File: config.mk
export PLATFORM = sky130hd
export DESIGN_NAME = pipe_rc_adder
export DESIGN_NICKNAME = d
export VERILOG_FILES = /design/src/rtl/pipe_rc_adder.sv
export SDC_FILE = /design/constraint.sdc
export NUM_CORES = 1
export LEC_CHECK = 0
export CAP_MARGIN = 20
export CORE_MARGIN = 5
export CORE_UTILIZATION = 37
export DETAILED_ROUTE_END_ITERATION = 16
export PLACE_DENSITY = 0.57
export SLEW_MARGIN = 20
export SYNTH_ARGS = -nofsm -noshare
export SYNTH_HDL_FRONTEND = slang
export SYNTH_SLANG_ARGS = --single-unit
File: constraint.sdc
create_clock -name clk -period 5.8 [get_ports clk]
set_input_delay 0.87 -clock clk [delete_from_list [all_inputs] [get_ports clk]]
set_output_delay 0.87 -clock clk [all_outputs]
set_load 0.02 [all_outputs]
File: src/rtl/pipe_rc_adder.sv
// Pipelined ripple-carry adder/subtractor with valid/ready handshakes on both sides.
// N-bit operands are cut into STAGES slices of W = N/STAGES bits. Stage k ripples slice k and
// registers its carry, the not-yet-consumed upper operand bits and the lower sum bits built so far.
// Optional feature macro: RC_PIPE_SUB_EN enables subtraction through the sub port.
// N must be a multiple of STAGES.

module pipe_rc_adder #(
    parameter int unsigned N      = 32,
    parameter int unsigned STAGES = 4
) (
    input  logic         clk,
    input  logic         rst_n,
    input  logic         in_valid,
    output logic         in_ready,
    input  logic [N-1:0] a,
    input  logic [N-1:0] b,
    input  logic         cin,
    input  logic         sub,
    output logic         out_valid,
    input  logic         out_ready,
    output logic [N-1:0] s,
    output logic         cout,
    output logic         ovf
);

    localparam int unsigned W = N / STAGES;

    logic         adv;
    logic         accept;
    logic [N-1:0] b_eff;
    logic         c0;

`ifdef RC_PIPE_SUB_EN
    // Subtraction as a + ~b + 1
    assign b_eff = sub ? ~b : b;
    assign c0    = sub ? 1'b1 : cin;
`else
    logic unused_sub;
    assign unused_sub = sub;
    assign b_eff      = b;
    assign c0         = cin;
`endif

    // One global enable: the whole pipe moves only when the output slot is free or draining.
    assign adv      = !out_valid || out_ready;
    assign in_ready = adv && rst_n;
    assign accept   = in_valid && in_ready;

    for (genvar k = 0; k < STAGES; k++) begin : g_stage
        // InW: operand bits still to be consumed at this stage's input (current slice at bottom).
        localparam int unsigned InW  = N - k * W;
        localparam int unsigned SumW = (k + 1) * W;

        logic [InW-1:0]  a_in;
        logic [InW-1:0]  b_in;
        logic            c_in;
        logic            v_in;
        logic            load;
        logic [W:0]      slice;
        logic [SumW-1:0] sum_d;
        logic [SumW-1:0] sum_q;
        logic            valid_q;
        logic            carry_q;

        if (k == 0) begin : g_src
            assign a_in  = a;
            assign b_in  = b_eff;
            assign c_in  = c0;
            assign v_in  = accept;
            // Producer data is captured only on an accepted transfer.
            assign load  = adv && accept;
            assign sum_d = slice[W-1:0];
        end else begin : g_src
            assign a_in  = g_stage[k-1].g_fwd.a_q;
            assign b_in  = g_stage[k-1].g_fwd.b_q;
            assign c_in  = g_stage[k-1].carry_q;
            assign v_in  = g_stage[k-1].valid_q;
            assign load  = adv;
            assign sum_d = {slice[W-1:0], g_stage[k-1].sum_q};
        end

        // Ripple this stage's W-bit slice
        always_comb begin
            slice = {1'b0, a_in[W-1:0]} + {1'b0, b_in[W-1:0]} + {{W{1'b0}}, c_in};
        end

        // Valid bit, carry and assembled sum; everything holds while the pipe is stalled
        always_ff @(posedge clk) begin
            if (!rst_n) begin
                valid_q <= 1'b0;
                carry_q <= 1'b0;
                sum_q   <= '0;
            end else begin
                if (adv) begin
                    valid_q <= v_in;
                end
                if (load) begin
                    carry_q <= slice[W];
                    sum_q   <= sum_d;
                end
            end
        end

        if (k < STAGES - 1) begin : g_fwd
            localparam int unsigned RemW = InW - W;

            logic [RemW-1:0] a_q;
            logic [RemW-1:0] b_q;

            // Skew registers for the operand slices later stages still need
            always_ff @(posedge clk) begin
                if (!rst_n) begin
                    a_q <= '0;
                    b_q <= '0;
                end else if (load) begin
                    a_q <= a_in[InW-1:W];
                    b_q <= b_in[InW-1:W];
                end
            end
        end else begin : g_last
            logic ovf_q;

            // Carry into the MSB is recovered as a ^ b ^ sum at that bit
            always_ff @(posedge clk) begin
                if (!rst_n) begin
                    ovf_q <= 1'b0;
                end else if (load) begin
                    ovf_q <= (a_in[W-1] ^ b_in[W-1] ^ slice[W-1]) ^ slice[W];
                end
            end
        end
    end

    assign out_valid = g_stage[STAGES-1].valid_q;
    assign s         = g_stage[STAGES-1].sum_q;
    assign cout      = g_stage[STAGES-1].carry_q;
    assign ovf       = g_stage[STAGES-1].g_last.ovf_q;

endmodule

==> results of run 1 <==
-- report_power, final --
part           internal [mW]  switching, mW
registers               1.34         0.0427
clock network          0.667          0.541
logic                  0.144          0.155
-- through the flow --
stage | hold slack, ns | total power, mW | instance area (um2) | cells
3_5_place_dp | 0.445 | 1.72 | 9160 | 1274
3_3_place_gp | 0.444 | 1.71 | 9160 | 1274
5_1_grt | 0.474 | 3.03 | 9780 | 1306
2_1_floorplan | 0.434 | 1.59 | 8020 | 955
4_1_cts | 0.458 | 2.93 | 9780 | 1306
6_report | 0.455 | 2.90 | 9780 | 1306
-- cells in the mapped netlist (3+ instances only) --
| cell | n | area (um2) |
|---|---|---|
| nand3_1 | 73 | 365 |
| buf_4 | 4 | 30.0 |
| ha_1 | 28 | 350 |
| o21bai_1 | 5 | 37.5 |
| a211oi_2 | 3 | 37.5 |
| a21boi_0 | 105 | 788 |
| nand4b_1 | 8 | 70.1 |
| buf_2 | 32 | 160 |
| dfxtp_1 | 185 | 3700 |
| xnor2_1 | 6 | 52.6 |
| clkbuf_1 | 24 | 90.1 |
| o211a_1 | 7 | 70.1 |
| inv_1 | 5 | 18.8 |
| nor3b_1 | 5 | 37.5 |
| xor2_1 | 4 | 35.0 |
| buf_1 | 4 | 15.0 |
| nor2_1 | 6 | 22.5 |
| fa_1 | 8 | 160 |
| and2_1 | 8 | 50.1 |
| o21ai_0 | 20 | 100 |
| a211oi_1 | 8 | 60.1 |
| nand2_1 | 336 | 1260 |
| nand4_1 | 6 | 37.5 |
| a21o_1 | 11 | 82.6 |
| a21oi_1 | 17 | 85.1 |
-- cells by family (layout without fill, tap and decap cells) --
logic type,after synthesis,in the layout,share of synthesized area
buffers and inverters,70,146,0.0398
multiplexers,2,2,0.00250
flip-flops,185,185,0.462
XOR/XNOR,10,10,0.0109
AND/OR/NAND/NOR,458,458,0.245
adder cells (fa/ha/maj),36,36,0.0637
AO/OA/AOI/OAI,194,194,0.176
-- layout make-up --
type                       instances  area (um2)
inverter                           5        18.8
sequential                       185        3700
timing repair buffer             109        1090
clock buffer                      18         439
fill                            2160       11400
multi-input combinational        700        4010
clock inverter                    14         179
tap                              275         344
-- path summary, 6_finish.rpt --
check | startpoint | endpoint | slack [ns] | cells past startpoint
worst min-delay path | g_stage[0].g_fwd.b_q[12]$_SDFFE_PN0P_ | g_stage[0].g_fwd.b_q[12]$_SDFFE_PN0P_ | 0.45 | 2
worst max register to register | g_stage[1].carry_q$_SDFFE_PN0N_ | g_stage[2].carry_q$_SDFFE_PN0N_ | 3.42 | 7
worst max-delay path | out_ready | in_ready | 2.32 | 4
worst min register to register | g_stage[0].g_fwd.b_q[12]$_SDFFE_PN0P_ | g_stage[0].g_fwd.b_q[12]$_SDFFE_PN0P_ | 0.45 | 2
-- critical path, cell delays in order --
cell	delay, ns
clkdlybuf4s50_1	0.53
nand2b_4	0.37
and2_4	0.22
clkdlybuf4s50_1	0.60
-- metal layers --
metal | GRT usage | vias up | wire (um)
li1 | - | 3353 | -
met3 | 0.0319 | 14 | 709
met4 | 0.0418 | 0 | 189
met1 | 0.239 | 2845 | 10100
met2 | 0.191 | 106 | 6880
met5 | 0 | - | 0
-- state kept, by name, summed over array words and instances, names as in the netlist --
| signal | flops |
|---|---|
| g_stage.valid_q | 3 |
| g_stage.g_fwd.a_q | 48 |
| out_valid | 1 |
| s | 32 |
| cout | 1 |
| ovf | 1 |
| g_stage.sum_q | 48 |
| g_stage.g_fwd.b_q | 48 |
| g_stage.carry_q | 3 |
==> metrics.md, run 1 <==
| Metric | Value |
|---|---|
| Cts bufs inserted | `17` |
| Post-Syn Instances | `between 900 and 1000` |
| Gr ovfl total | `0` |
| Core Region | `between 20000 and 25000 um2` |
| CP Class | `input port to output port` |
| Commonest non-fill, non-tap cell in the layout | `nand2_1` |
| Final setup fails | `0` |
| Mapped Area | `roughly 8000 um2` |
| Clock Latency Late Sink | `0.44 ns` |
| Port buffer count | `about 100` |
| Final hold vios | `0` |
| Final RePlAce weighted congestion | `around 0.75` |
| Least-Margin Pin Slew | `between 0.9 and 1 ns` |
| Drt initial violations | `about 380` |
| Startpoint types | `input port` |
| Yosys reg bits | `around 190` |
| Io pins | `about 110` |
| ANT nets after route | `0` |
| Arr. time, crit path | `~2.6 ns` |
| Via density | `between 4 and 5` |
| P per Cell Area | `approximately 300 nW/um2` |
| Final WL | `approximately 18000 um` |
| CTS tree | `built` |
| Synth Area per Inst | `about 8.4 um2` |
| Clock skew | `around 0.011 ns` |
| Vias in the first global route | `about 5600` |
| Peak supply drop | `0.186 mV` |
| Critical path endpoint category | `output port` |
| Post-CTS Setup Inserts | `0` |
| Min Tclk post-route | `between 3 and 4 ns` |
| Wire per inst | `13.7 um` |
| RSZ-0062 raised after global routing | `no` |
| Clk root buf | `clkbuf_16` |
| Final WS setup | `between 2 and 2.5 ns` |
| Tcrit/Tclk final | `0.600` |
| Worst-path clk slew | `roughly 0.070 ns` |
| Share of post-route cells with drive strength above 1 | `0.0466` |
| Rel. slew slack | `0.334` |
| Final slew viol count | `0` |
| Horiz. Die Dim | `~160 um` |
| Via Count | `around 6300` |
| Pleak | `3.97 nW` |
| Max Cap Viol | `0` |
| DIE AREA | `24700 um2` |
| Asr flop ratio synth | `0` |
| Sum Neg Setup Slack | `0 ns` |
| Status | `finished clean` |
| 1st-pass router iterations | `7` |
| FP Rows | `53` |
| Hold Crit Class | `flip-flop to flip-flop` |
| Area growth from synthesis to layout | `22.0%` |
| Remaining design rule violation count | `0` |
| Post-synth net total | `around 1100` |
| Sink Count | `roughly 190` |
| Resize count post-CTS | `0` |
| Initial antenna violation count | `0` |
| GRT Total Usage | `0.147` |
| CP max FO | `33` |
| H-tree levels | `4` |
| Synth Warn # | `0` |
| WP data required | `4.93 ns` |
| Seq/Total Area, Yosys | `0.462` |
| Die Y | `approximately 160 um` |
| Final #Nets | `roughly 1100` |
| Detailed placement HPWL | `about 11000 um` |
| Largest net degree at the start of global routing | `130` |
| Post-synth EDFFs | `0` |
| Fmax | `287 MHz` |
| Global-route wire length before repair | `around 30000 um` |
| Initial Util | `0.379` |
| Commonest register cell after synthesis | `dfxtp_1` |
| Post-layout util | `0.462` |
| Cell variety after synth | `between 50 and 60` |
| Hold Buf Count CTS | `0` |
| Clock Path Buffers | `2` |
| Commonest non-fill, non-tap cells in the layout | `336 x nand2_1, 185 x dfxtp_1, 105 x a21boi_0, 103 x clkdlybuf4s50_1, 73 x nand3_1` |
| Count of antenna diodes in the layout | `0` |
| Dpl ws | `around 2.3 ns` |
(Power assumes the default switching activity.)
==> inputs of run 2 (changes only) <==
--- a/config.mk
+++ b/config.mk
@@ -9,7 +9,7 @@
 export CORE_MARGIN = 5
 export CORE_UTILIZATION = 37
 export DETAILED_ROUTE_END_ITERATION = 16
-export PLACE_DENSITY = 0.57
+export PLACE_DENSITY = 0.6
 export SLEW_MARGIN = 20
 export SYNTH_ARGS = -nofsm -noshare
 export SYNTH_HDL_FRONTEND = slang
==> constraint.sdc (replaced) <==
create_clock -name clk -period 3.14 [get_ports clk]
set_input_delay 0.471 -clock clk [delete_from_list [all_inputs] [get_ports clk]]
set_output_delay 0.471 -clock clk [all_outputs]
set_load 0.02 [all_outputs]
==> run 2 against run 1 <==
  * Non-clock buffer count up 3
  * Sequential cell count is the same
  * Critical path depth is 4 higher
  * Sequential power increased by 84%
  * Die area did not move
  * Power is 83% higher
  * Clock-buffer cell count shrank 1
  * Register-to-register slack got worse by 2.6 ns
  * Hold slack lost 0.00059 ns
  * Highest routed layer unchanged
==> metrics.md, run 2 (same netlist as run 1, synthesis figures left out) <==
| Metric | Value |
|---|---|
| Startpoint types | `input port (unchanged)` |
| Cts bufs inserted | `17 (unchanged)` |
| Final #Nets | `1127 (was 1124)` |
| Filler cell count | `2078 (was 2160)` |
| Slowest cell on the critical path | `fa_1 (was clkdlybuf4s50_1)` |
| Cell family with most CP delay | `adder cells (was buffers and inverters)` |
| Count of antenna diodes in the layout | `0 (unchanged)` |
| Via density | `4.80 (was 4.84)` |
| Remaining design rule violation count | `0 (unchanged)` |
| Final WL | `17900 um (about the same)` |
| Wire per inst | `13.7 um (about the same)` |
| Final setup fails | `0 (unchanged)` |
| Arr. time, crit path | `2.83 ns (was 2.61 ns)` |
| Die Y | `157 um (unchanged)` |
| Total Power | `5.30 mW (was 2.90 mW)` |
| Final RePlAce weighted congestion | `0.772 (was 0.752)` |
| Clock Latency Late Sink | `0.43 ns (was 0.44 ns)` |
| WP data required | `3.45 ns (was 4.93 ns)` |
| Post-layout util | `0.466 (was 0.462)` |
| Io pins | `106 (unchanged)` |
| CP Class | `input port to flip-flop (was input port to output port)` |
| Post-CTS Setup Inserts | `0 (unchanged)` |
| CP max FO | `3 (was 33)` |
| Share of post-route cells with drive strength above 1 | `0.0493 (was 0.0466)` |
| H-tree levels | `4 (unchanged)` |
| Area growth from synthesis to layout | `22.9% (was 22.0%)` |
| Tcrit/Tclk final | `0.802` |
| Final WS setup | `0.622 ns (was 2.32 ns)` |
| CP peak stage delay | `0.48 ns (was 0.60 ns)` |
| Horiz. Die Dim | `157 um (unchanged)` |
| Hold WS | `0.454 ns (was 0.455 ns)` |
| Clock Path Buffers | `2 (unchanged)` |
| Largest net degree at the start of global routing | `208 (was 130)` |
| Area after DPL | `9250 um2 (was 9160 um2)` |
| Commonest non-fill, non-tap cell in the layout | `nand2_1 (unchanged)` |
| Clk root buf | `clkbuf_16 (unchanged)` |
| Rel. slew slack | `0.479 (was 0.334)` |
| Gr ovfl total | `0 (unchanged)` |
| Via Count | `6282 (was 6318)` |
| Detailed placement HPWL | `11800 um (was 11400 um)` |
| GRT Total Usage | `0.147 (about the same)` |
| Biggest regs | `g_stage.g_fwd.a_q (48), g_stage.g_fwd.b_q (48), g_stage.sum_q (48) (unchanged)` |
| Final hold vios | `0 (unchanged)` |
| Core Region | `21200 um2 (unchanged)` |
| Max Cap Viol | `0 (unchanged)` |
| Least-Margin Pin Slew | `0.781 ns (was 0.998 ns)` |
| Initial antenna violation count | `0 (unchanged)` |
| Port buffer count | `104 (unchanged)` |
| Min Tclk post-route | `roughly 2.5 ns` |
| Critical path endpoint category | `flip-flop (was output port)` |
| Hold Buf Count CTS | `0 (unchanged)` |
| Initial Util | `0.379 (unchanged)` |
| CTS tree | `built (unchanged)` |
| RSZ-0062 raised after global routing | `no (unchanged)` |
| ANT nets after route | `0 (unchanged)` |
| 1st-pass router iterations | `4 (was 7)` |
| Placed insts | `1277 (was 1274)` |
| Pleak | `3.99 nW (was 3.97 nW)` |
| P per Cell Area | `537 nW/um2 (was 296 nW/um2)` |
| FP Rows | `53 (unchanged)` |
| Sink Count | `185 (unchanged)` |
| Sum Neg Setup Slack | `0 ns (unchanged)` |
| Hold Crit Class | `flip-flop to flip-flop (unchanged)` |
| Worst-path clk slew | `0.07 ns (about the same)` |
| Final slew viol count | `0 (unchanged)` |
| Buf/Inv on CP | `1 (was 2)` |
| Dpl ws | `0.179 ns (was 2.32 ns)` |
| Status | `finished clean (unchanged)` |
| CP cell instances | `clkdlybuf4s50_1 > fa_1 > fa_1 > a211oi_2 > o21bai_1 > a21o_1 > a2111oi_2 > nor3_1 (was clkdlybuf4s50_1 > nand2b_4 > and2_4 > clkdlybuf4s50_1)` |
| DIE AREA | `24700 um2 (unchanged)` |
| Most Frequent Cell on Critical Path | `fa_1 (was clkdlybuf4s50_1)` |
| Peak supply drop | `0.317 mV (was 0.186 mV)` |
| Clock skew | `0.00802 ns (was 0.0111 ns)` |
| Post-Layout Inst Area | `9850 um2 (was 9780 um2)` |
| Global-route wire length before repair | `29700 um (was 29500 um)` |
| Vias in the first global route | `5807 (was 5641)` |
| Resize count post-CTS | `0 (unchanged)` |
| Drt initial violations | `415 (was 383)` |
| Fmax | `397 MHz` |
| Commonest non-fill, non-tap cells in the layout | `336 x nand2_1, 185 x dfxtp_1, 105 x a21boi_0, 103 x clkdlybuf4s50_1, 73 x nand3_1 (unchanged)` |
| Layout Cells excl Fill | `1309 (was 1306)` |
==> run 2: cell types whose count changed in the layout (fill, tap and decap cells not counted), moves of 2 or more <==
| cell | change |
|---|---|
| buf_4 | -2 |
| buf_12 | +5 |
| inv_8 | +2 |
| clkinv_4 | -2 |
| clkinvlp_4 | +2 |
==> run 2: tightest hold or removal path: cells and delay by family (launching register included) <==
family	cells	cell delay [ns]
flip-flops	1	0.31
AND/OR/NAND/NOR	2	0.10
==> run 2: path summary, 6_finish.rpt <==
check / start / slack, ns / to / depth (start not counted)
worst min-delay path: g_stage[0].g_fwd.b_q[9]$_SDFFE_PN0P_ / 0.45 / g_stage[0].g_fwd.b_q[9]$_SDFFE_PN0P_ / 2
worst max register to register: g_stage[1].carry_q$_SDFFE_PN0N_ / 0.79 / g_stage[2].carry_q$_SDFFE_PN0N_ / 7
worst max-delay path: a[0] / 0.62 / g_stage[0].carry_q$_SDFFE_PN0P_ / 8
worst min register to register: g_stage[0].g_fwd.b_q[9]$_SDFFE_PN0P_ / 0.45 / g_stage[0].g_fwd.b_q[9]$_SDFFE_PN0P_ / 2
==> run 2: where the power goes <==
group / switching [mW] / internal (mW) / leakage (nW)
Combinational: 0.287 / 0.274 / 2.19
Clock: 1.03 / 1.15 / 0.292
Sequential: 0.0775 / 2.48 / 1.51
==> run 2: layout make-up <==
class,count,area [um2],share of cell area
multi-input cells,700,4010,0.407
flip-flops and latches,185,3700,0.376
repair buffers,112,1170,0.119
clock buffers,17,425,0.0432
well taps,275,344,0.0349
clock inverters,15,180,0.0183
inverters,5,18.8,0.00190
==> run 2: layer usage <==
| layer | global-route usage | vias up | routed length (um) |
|---|---|---|---|
| met4 | 0.0492 | 0 | 215 |
| met2 | 0.199 | 96 | 7130 |
| met5 | 0 | - | 0 |
| li1 | - | 3367 | - |
| met3 | 0.0272 | 14 | 662 |
| met1 | 0.232 | 2805 | 9870 |
==> inputs of run 3 (changes only) <==
==> constraint.sdc (replaced) <==
create_clock -name clk -period 2.2 [get_ports clk]
set_input_delay 0.33 -clock clk [delete_from_list [all_inputs] [get_ports clk]]
set_output_delay 0.33 -clock clk [all_outputs]
set_load 0.02 [all_outputs]
==> run 3 against run 2 <==
  * Via count is 0.65% higher
  * Non-clock buffer count is 18 higher
  * Hold slack worse by 0.12 ns
  * Utilization is 0.88 points higher
  * Combinational power is 49% higher
  * Register-to-register slack worse by 0.75 ns
==> metrics.md, run 3 (same netlist as run 1, synthesis figures left out) <==
| Metric | Value |
|---|---|
| Status | `finished clean (unchanged)` |
| CP max FO | `2 (was 3)` |
| Arr. time, crit path | `2.47 ns (was 2.83 ns)` |
| Vias in the first global route | `5981 (was 5807)` |
| Worst-path clk slew | `0.07 ns (about the same)` |
| Die Y | `157 um (unchanged)` |
| Final hold vios | `0 (unchanged)` |
| Cts bufs inserted | `17 (unchanged)` |
| Drt initial violations | `417 (was 415)` |
| WP data required | `2.51 ns (was 3.45 ns)` |
| Layout Cells excl Fill | `1327 (was 1309)` |
| Final slew viol count | `0 (unchanged)` |
| Initial Util | `0.379 (unchanged)` |
| Count of antenna diodes in the layout | `0 (unchanged)` |
| Sw Share | `0.258 (was 0.263)` |
| Pleak | `4.07 nW (was 3.99 nW)` |
| Initial antenna violation count | `0 (unchanged)` |
| Sink Count | `185 (unchanged)` |
| Global-route wire length before repair | `30400 um (was 29700 um)` |
| Via Count | `6323 (was 6282)` |
| Final RePlAce weighted congestion | `0.801 (was 0.772)` |
| Port buffer count | `104 (unchanged)` |
| Wire per inst | `13.6 um (was 13.7 um)` |
| Hold WS | `0.335 ns (was 0.454 ns)` |
| Max Cap Viol | `0 (unchanged)` |
| Commonest non-fill, non-tap cells in the layout | `336 x nand2_1, 184 x dfxtp_1, 105 x a21boi_0, 103 x clkdlybuf4s50_1, 73 x nand3_1 (was 336 x nand2_1, 185 x dfxtp_1, 105 x a21boi_0, 103 x clkdlybuf4s50_1, 73 x nand3_1)` |
| Commonest non-fill, non-tap cell in the layout | `nand2_1 (unchanged)` |
| Rel. slew slack | `0.701 (was 0.479)` |
| CP Class | `flip-flop to flip-flop (was input port to flip-flop)` |
| RSZ-0062 raised after global routing | `yes (was no)` |
| Horiz. Die Dim | `157 um (unchanged)` |
| Tcrit/Tclk final | `0.983` |
| Hold Buf Count CTS | `0 (unchanged)` |
| Dpl ws | `-0.505 ns (was 0.179 ns)` |
| Least-Margin Pin Slew | `0.449 ns (was 0.781 ns)` |
| DR top layer | `met4 (unchanged)` |
| Largest net degree at the start of global routing | `81 (was 208)` |
| Via density | `4.76 (was 4.80)` |
| Combinational group share of total power | `0.111 (was 0.106)` |
| Clock share of power | `0.401 (was 0.410)` |
| Area growth from synthesis to layout | `25.3% (was 22.9%)` |
| CTS tree | `built (unchanged)` |
| FP Rows | `53 (unchanged)` |
| Io pins | `106 (unchanged)` |
| Final WS setup | `0.0374 ns (was 0.622 ns)` |
| Critical path endpoint category | `flip-flop (unchanged)` |
| H-tree levels | `4 (unchanged)` |
| Remaining design rule violation count | `0 (unchanged)` |
| Share of post-route cells with drive strength above 1 | `0.0789 (was 0.0493)` |
| P per Cell Area | `747 nW/um2 (was 537 nW/um2)` |
| Biggest regs | `g_stage.g_fwd.a_q (48), g_stage.g_fwd.b_q (48), g_stage.sum_q (48) (unchanged)` |
| Clock skew | `0.0108 ns (was 0.00802 ns)` |
| Startpoint types | `flip-flop (was input port)` |
| Met2 Wirelength | `7300 um (was 7130 um)` |
| Peak supply drop | `0.479 mV (was 0.317 mV)` |
| Core Region | `21200 um2 (unchanged)` |
| Min Tclk post-route | `about 2.2 ns` |
| Hold Crit Class | `input port to flip-flop (was flip-flop to flip-flop)` |
| Filler cell count | `2133 (was 2078)` |
| Placed insts | `1293 (was 1277)` |
| Final WL | `18100 um (was 17900 um)` |
| GRT Total Usage | `0.149 (was 0.147)` |
| Final #Nets | `1145 (was 1127)` |
| ANT nets after route | `0 (unchanged)` |
| Internal power | `5.57 mW (was 3.91 mW)` |
| Seq pwr share | `0.488 (was 0.484)` |
| Switch Pwr | `1.94 mW (was 1.39 mW)` |
| Detailed placement HPWL | `12400 um (was 11800 um)` |
| WL met3 | `678 um (was 662 um)` |
| Fmax | `between 400 and 500 MHz` |
| M1 wire length | `9950 um (was 9870 um)` |
| Clock Latency Late Sink | `0.43 ns (about the same)` |
| Clock Path Buffers | `2 (unchanged)` |
| DIE AREA | `24700 um2 (unchanged)` |
| Clk root buf | `clkbuf_16 (unchanged)` |
| Gr ovfl total | `0 (unchanged)` |
| Final setup fails | `0 (unchanged)` |
| 1st-pass router iterations | `6 (was 4)` |
run 3: path summary, 6_finish.rpt:
kind,start,to,depth (start not counted),slack [ns]
max reg2reg,g_stage[2].g_fwd.b_q[0]$_SDFFE_PN0N_,ovf$_SDFFE_PN0N_,7,0.04
max,g_stage[2].g_fwd.b_q[0]$_SDFFE_PN0N_,ovf$_SDFFE_PN0N_,7,0.04
min reg2reg,g_stage[0].g_fwd.a_q[18]$_SDFFE_PN0P_,g_stage[0].g_fwd.a_q[18]$_SDFFE_PN0P_,2,0.45
min,rst_n,s[31]$_SDFFE_PN0N_,3,0.34
run 3: cell type report:
| cell class | count | area, um2 | area share |
|---|---|---|---|
| timing repair buffer | 130 | 1320 | 0.132 |
| inverter | 5 | 18.8 | 0.00187 |
| multi-input combinational | 700 | 4070 | 0.406 |
| sequential | 185 | 3700 | 0.369 |
| clock inverter | 15 | 154 | 0.0153 |
| tap | 275 | 344 | 0.0343 |
| clock buffer | 17 | 425 | 0.0424 |
run 3: layer usage:
metal / vias to the layer above / global-route usage
met1: 2810 / 0.236
met5: - / 0
li1: 3394 / -
met4: 0 / 0.0332
met2: 108 / 0.207
met3: 11 / 0.0291
run 3: power groups by stage:
stage / registers [mW] / clock network (mW) / logic [mW]
4_1_cts: 3.66 / 3.10 / 0.836
3_5_place_dp: 3.74 / 0 / 0.825
5_1_grt: 3.68 / 3.24 / 0.942
6_report: 3.66 / 3.01 / 0.836
2_1_floorplan: 3.73 / 0 / 0.477
3_3_place_gp: 3.73 / 0 / 0.816
run 3: critical path: stages, from the launching register on:
cell	delay, ns
dfxtp_2	0.34
fa_2	0.41
fa_2	0.40
a211oi_4	0.29
nor4b_2	0.08
a211oi_2	0.29
xnor2_1	0.16
a21oi_1	0.08
run 3: per-stage QoR:
stage | util | power, mW | TNS (ns) | cell area [um2]
floorplan | - | 4.20 | 0 | 8020
CTS | 0.472 | 7.59 | 0 | 9980
global route | 0.475 | 7.87 | -0.0623 | 10000
global placement | 0.444 | 4.55 | -1.15 | 9380
detailed placement | 0.444 | 4.56 | -1.36 | 9380
finish | 0.475 | 7.50 | 0 | 10000
run 3: timing repair:
| action | in CTS | in global routing |
|---|---|---|
| endpoints found under the setup margin | 7 | 10 |
| setup buffers | 0 | 2 |
| resized for setup | 4 | 12 |
| gates cloned | 0 | 0 |
| pin swaps | 1 | 11 |
